--- src/rtl/gpio_key_debounce_if.sv ---
// Key/GPIO debounce bus: raw pad levels and interrupt controls in, debounced
// levels, edge pulses and interrupt status out.
interface gpio_key_debounce_if #(
  parameter int unsigned DATA_WIDTH = 3
);

  logic [DATA_WIDTH-1:0] key_in;
  logic [DATA_WIDTH-1:0] irq_en;
  logic [DATA_WIDTH-1:0] irq_clear;
  logic [DATA_WIDTH-1:0] key_level;
  logic [DATA_WIDTH-1:0] key_press;
  logic [DATA_WIDTH-1:0] key_release;
  logic [DATA_WIDTH-1:0] irq_pending;
  logic                  irq;

  // Driver side: pads and register-file controls.
  modport master (
    output key_in,
    output irq_en,
    output irq_clear,
    input  key_level,
    input  key_press,
    input  key_release,
    input  irq_pending,
    input  irq
  );

  // Debouncer side.
  modport slave (
    input  key_in,
    input  irq_en,
    input  irq_clear,
    output key_level,
    output key_press,
    output key_release,
    output irq_pending,
    output irq
  );

endinterface

--- src/rtl/gpio_key_debounce.sv ---
// Per-bit key debouncer: 2-flop synchronizer, stability counter, registered
// press/release pulses and sticky press-interrupt flags with a registered irq.
module gpio_key_debounce #(
  parameter int unsigned DATA_WIDTH      = 3,
  parameter int unsigned DEBOUNCE_CYCLES = 1000000,
  parameter bit          ACTIVE_LOW      = 1'b1
) (
  input  logic               clk,
  input  logic               rst,
  gpio_key_debounce_if.slave bus
);

  localparam int unsigned           CNT_W      = $clog2(DEBOUNCE_CYCLES + 1);
  localparam logic [CNT_W-1:0]      CNT_LAST   = CNT_W'(DEBOUNCE_CYCLES - 1);
  localparam logic [DATA_WIDTH-1:0] IDLE_LEVEL = {DATA_WIDTH{ACTIVE_LOW}};
  localparam logic                  PRESSED    = ~ACTIVE_LOW;

  logic [DATA_WIDTH-1:0] sync_meta;
  logic [DATA_WIDTH-1:0] sync;
  logic [DATA_WIDTH-1:0] level_q;
  logic [DATA_WIDTH-1:0] press_q;
  logic [DATA_WIDTH-1:0] release_q;
  logic [DATA_WIDTH-1:0] pending_q;
  logic                  irq_q;
  logic [CNT_W-1:0]      cnt_q [DATA_WIDTH];

  // Two-stage synchronizer; reset to the inactive level so reset never looks like a press.
  always_ff @(posedge clk) begin
    if (rst) begin
      sync_meta <= IDLE_LEVEL;
      sync      <= IDLE_LEVEL;
    end else begin
      sync_meta <= bus.key_in;
      sync      <= sync_meta;
    end
  end

  // Per-bit stability counter; a mismatch must persist DEBOUNCE_CYCLES samples to be accepted.
  for (genvar i = 0; i < int'(DATA_WIDTH); i++) begin : g_bit
    always_ff @(posedge clk) begin
      if (rst) begin
        cnt_q[i]     <= '0;
        level_q[i]   <= ACTIVE_LOW;
        press_q[i]   <= 1'b0;
        release_q[i] <= 1'b0;
      end else begin
        press_q[i]   <= 1'b0;
        release_q[i] <= 1'b0;
        if (sync[i] == level_q[i]) begin
          cnt_q[i] <= '0;
        end else if (cnt_q[i] == CNT_LAST) begin
          cnt_q[i]     <= '0;
          level_q[i]   <= sync[i];
          press_q[i]   <= (sync[i] == PRESSED);
          release_q[i] <= (sync[i] != PRESSED);
        end else begin
          cnt_q[i] <= cnt_q[i] + CNT_W'(1);
        end
      end
    end
  end

  // Sticky press flags: new enabled events win over a coincident clear.
  always_ff @(posedge clk) begin
    if (rst) begin
      pending_q <= '0;
      irq_q     <= 1'b0;
    end else begin
      pending_q <= (pending_q & ~bus.irq_clear) | (press_q & bus.irq_en);
      irq_q     <= |pending_q;
    end
  end

  assign bus.key_level   = level_q;
  assign bus.key_press   = press_q;
  assign bus.key_release = release_q;
  assign bus.irq_pending = pending_q;
  assign bus.irq         = irq_q;

endmodule

--- src/flat_wrapper.sv ---
// flat-port wrapper written by rule: the top's interface ports become plain ports
module gpio_key_debounce_flat 
#(
  parameter int unsigned DATA_WIDTH      = 3,
  parameter int unsigned DEBOUNCE_CYCLES = 1000000,
  parameter bit          ACTIVE_LOW      = 1'b1
)
  (clk, rst, bus_key_in, bus_irq_en, bus_irq_clear, bus_key_level, bus_key_press, bus_key_release, bus_irq_pending, bus_irq);
  gpio_key_debounce_if #(.DATA_WIDTH(DATA_WIDTH)) bus_i ();
  input  logic clk;
  input  logic rst;
  input wire logic [$bits(bus_i.key_in)-1:0] bus_key_in;
  input wire logic [$bits(bus_i.irq_en)-1:0] bus_irq_en;
  input wire logic [$bits(bus_i.irq_clear)-1:0] bus_irq_clear;
  output wire logic [$bits(bus_i.key_level)-1:0] bus_key_level;
  output wire logic [$bits(bus_i.key_press)-1:0] bus_key_press;
  output wire logic [$bits(bus_i.key_release)-1:0] bus_key_release;
  output wire logic [$bits(bus_i.irq_pending)-1:0] bus_irq_pending;
  output wire logic [$bits(bus_i.irq)-1:0] bus_irq;
  assign bus_i.key_in = bus_key_in;
  assign bus_i.irq_en = bus_irq_en;
  assign bus_i.irq_clear = bus_irq_clear;
  assign bus_key_level = bus_i.key_level;
  assign bus_key_press = bus_i.key_press;
  assign bus_key_release = bus_i.key_release;
  assign bus_irq_pending = bus_i.irq_pending;
  assign bus_irq = bus_i.irq;
  gpio_key_debounce #(.DATA_WIDTH(DATA_WIDTH), .DEBOUNCE_CYCLES(DEBOUNCE_CYCLES), .ACTIVE_LOW(ACTIVE_LOW)) u_core (.clk(clk), .rst(rst), .bus(bus_i));
endmodule
--- config.mk ---
export PLATFORM = sky130hd
export DESIGN_NAME = gpio_key_debounce_flat
export DESIGN_NICKNAME = d
export VERILOG_FILES = /design/src/rtl/gpio_key_debounce_if.sv /design/src/rtl/gpio_key_debounce.sv /design/src/flat_wrapper.sv
export SDC_FILE = /design/constraint.sdc
export NUM_CORES = 1
export LEC_CHECK = 0
export ABC_AREA = 1
export CAP_MARGIN = 20
export CORE_ASPECT_RATIO = 0.7
export CORE_MARGIN = 2
export CORE_UTILIZATION = 64
export CTS_BUF_LIST = sky130_fd_sc_hd__clkbuf_4 sky130_fd_sc_hd__clkbuf_8 sky130_fd_sc_hd__clkbuf_16
export DETAILED_ROUTE_END_ITERATION = 8
export DONT_BUFFER_PORTS = 1
export PLACE_DENSITY = 0.76
export SLEW_MARGIN = 10
export SYNTH_ARGS = -nofsm -noshare
export SYNTH_HDL_FRONTEND = slang
export SYNTH_SLANG_ARGS = --single-unit
--- constraint.sdc ---
create_clock -name clk -period 2.23 [get_ports clk]
set_clock_uncertainty 0.2 [all_clocks]
set_input_delay 0 -clock clk [delete_from_list [all_inputs] [get_ports clk]]
set_output_delay 0 -clock clk [all_outputs]
set_load 0.005 [all_outputs]
* Word level (Yosys, flattened, before mapping) *
Memories as Yosys holds them, arrays and structs flattened.
Cells that the tools add are included.
Widths: inputs -> output; s select.

word-level totals
  bits in registers = 19
  memories = 1
  bits of input ports = 11
  logic and storage cells = 96
  memory bits (read-only) = 0
  memory bits (writable) = 60
  output and inout port bits = 13
  bits in latches = 0

memory list
  name          depth  width  rd ports  clocked after memory_dff  wr ports  line                     source
  u_core.cnt_q  3      20     3         0                         3         gpio_key_debounce.sv:25  logic [CNT_W-1:0] cnt_q [DATA_WIDTH];

cells by class
  shift operators = 0
  magnitude comparators = 0
  $mul = 0
  add/subtract/negate cells = 3
  bitwise logic cells = 22
  eq/ne operators = 6
  div/mod/pow operators = 0
  mux-type cells = 44
  reductions and logical operators = 7

operators by type and width
  operator               count
  $mux 20                9
  $add 20x1->20 const B  3
  $eq 20x20->1 const B   3
  $mux 1                 35
  $reduce_or 3->1        4
  $not 1->1              9
  $or 1x1->1             9
  $and 3x3->3            2
  $reduce_and 2->1       3
  $eq 1x1->1             3
  $not 3->3              1
  $or 3x3->3             1

* Logic depth before layout (Yosys ltp) *
  depth in word-level cells = 7
  mapped depth = 9
  gate-level depth less buffers = 9

* Worst setup path after synthesis *
Ideal clock, no wire load.

  path type = reg-to-reg
  from = memory u_core.cnt_q[1][0] (netlist bit)
  to = memory u_core.cnt_q[1][2] (netlist bit) (data pin)
  path buffers = 1
  stages on the path, launching flop included = 8
  path slack = 0.538 ns
  clock period less this slack = 1.692 ns
  required time = 1.775 ns
  arrival time = 1.238 ns
  setup time = 0.255 ns
  path through = edfxtp_1 ha_1 nand3_4 nor2_1 nand3_1 nand2_1 buf_4 nor3_1

RTL lines
  what         line
  from (decl)  gpio_key_debounce.sv:25

==> impl_metrics.ini <==
[sta]
hold_viol_final = 0
hold_ws_ps = 99.21
finalCriticalPeriod_ps = 2023
rsz0062_at_grt = no
setup_violations = 0
fmax_mhz = 494.2
fin_setup_tns_ps = 0
fin_crit_sh_pct = 90.74
slew_viol_final = 0
setup_ws_ps = 206.6

[finish]
fin_nets = 615
layout.cells.non_filler = 697
antenna_cells = 0
area_delta_synth_final_pct = 15.01
drive_gt1_share_pct = 6.436

[setup_path]
path_class = reg -> reg
crit_arrival_ps = 1920
worst_setup_path_start_kind = flop
worstPathMaxFanout = 20
worstPathRequired_ps = 2130
end_kind = flop
cp_slowest_cell = edfxtp_1
cpPeakStageDelay_ps = 410
crit_top_cell = nand3_1
critical_path.cell_chain = ha_1 > nand3_1 > inv_1 > nand3_1 > nand2_1 > buf_4 > nor2_1

[clocking]
cts-root-buf = clkbuf_8
path_clk_slew_ps = 80
clk_latency_ps = 350
cts_max_level = 3
hold_buffers = 9
cts_made_buffers = 9
numClockSinks = 79
post_cts_resized = 0
cts_setup_buffers = 0
clk_path_buf_depth = 2
cts_tree = done

[global_routing]
grt.overflow.total = 0
grt_max_degree = 21
antenna_found_initial = 0
first_global_vias = 3205
grt_usage_pct = 25.69
grt_pass1_wl_um = 14580

[placement]
gp_congestion = 0.9238
dp_cells = 672
dp_hpwl_um = 6422
dp_slack_ps = 254.4
portBuffers = 0

[drt]
routed-via-count = 3538
viasPerCell = 5.076
drtPass1Iterations = 7
drc_errors = 0
wl_um = 8615
detail_route.wl_per_cell_um = 12.36
first_iter_violations = 222
drtAntennaViolNets = 0

[yosys]
postSynthCellCount = 525
synth-edff-count = 60
syn_area_mm2 = 0.004285
yosys-top-cells-area = edfxtp_1, nand2_1, nor2_1, dfxtp_1, inv_1
synthArstFlopShare_pct = 0
synth_flop_cell = edfxtp_1
yosysTopAreaCell = edfxtp_1
yosys-top-cells-count = nand2_1, nor2_1, edfxtp_1
yosysTopAreaCellShare_pct = 42.04
yosysMostFrequentCell = nand2_1
ys_ff_latch = 79
yosysSeqAreaShare_pct = 50.92
synth_cell_type_count = 30
syn_area_per_cell_um2 = 8.163
ys_warn_count = 0

[floorplan]
die_w_um = 101.8
die_h_um = 72.46
start_util_pct = 67.63
io_pins = 24
die_area_mm2 = 0.007377
fp.coreArea_mm2 = 0.006336
fp-row-count = 24

[job]
maxCapViolations = 0

[power_and_ir_drop]
max-vdd-ir-drop_v = 0.0004490
power.density_mw_per_mm2 = 610.9
p_leak_nw = 1.891

[hold_path]
hp-class = in -> reg

[outcome]
outcome = completed
cell families after synthesis:
group / after synthesis / synth area share [%]
flip-flops: 79 / 50.92
buffers and inverters: 57 / 5.518
adder cells (fa/ha/maj): 3 / 0.8760
AO/OA/AOI/OAI: 36 / 4.701
XOR/XNOR: 27 / 5.518
other: 1 / 0.08751
AND/OR/NAND/NOR: 322 / 32.38
worst max-delay path: cells and delay by family, from the launching register on:
family	cells	cell delay (ps)
adders and majority gates	1	210
buffers and inverters	2	440
DFF	1	410
and+or+nand+nor	4	500
state kept, by name, indices dropped and copies added, names as in the netlist:
| signal | count |
|---|---|
| u_core.cnt_q | 60 |
| u_core.bus.irq_pending | 3 |
| u_core.bus.key_level | 3 |
| u_core.bus.key_press | 3 |
| u_core.bus.key_release | 3 |
| u_core.sync | 3 |
| u_core.sync_meta | 3 |
| u_core.bus.irq | 1 |
path summary, 6_finish.rpt:
kind                                             to  slack [ps]                start  cells after the start
worst max-delay path            u_core.cnt_q[0][18]         210   u_core.cnt_q[0][0]                      7
worst min-delay path            u_core.sync_meta[0]         100        bus_key_in[0]                      2
worst max register to register  u_core.cnt_q[0][18]         210   u_core.cnt_q[0][0]                      7
worst min register to register       u_core.sync[1]         210  u_core.sync_meta[1]                      1
power breakdown:
group          internal [mW]  switching, mW
logic                 0.0517         0.0875
clock network          0.647          0.535
registers               1.63         0.0580
total                   2.33          0.680
cell type report:
class / instances / area, um^2
flip-flops and latches: 79 / 2182
multi-input cells: 448 / 2088
fillers: 469 / 1408
clock buffers: 13 / 212.7
inverters: 50 / 187.7
repair buffers: 13 / 120.1
well taps: 91 / 113.9
clock inverters: 3 / 23.77
metrics by stage:
| stage | utilization [%] | total power, mW | cell area, um^2 |
|---|---|---|---|
| 6_report | 77.78 | 3.011 | 4928 |
| 5_1_grt | 77.78 | 3.127 | 4928 |
| 4_1_cts | 77.78 | 3.031 | 4928 |
| 3_5_place_dp | 72.63 | 1.845 | 4602 |
| 3_3_place_gp | 72.63 | 1.839 | 4602 |
| 2_1_floorplan | - | 1.812 | 4507 |
metal layers:
metal	GRT usage, %	part of all wire, %
met1	38.51	50
met2	35.75	41
met3	8.285	8.8
met4	7.207	0.84
met5	0	0
placed cells by master, fill, tap and decap left out, types with 12 or more instances in the layout:
master	n
dfxtp_1	19
a21oi_1	23
inv_1	49
nand2_1	131
nand4_1	13
xor2_1	15
nand3_1	28
nor2_1	121
edfxtp_1	60
conb_1	60
xnor2_1	12
No activity file was read; power rests on OpenSTA's default activity.
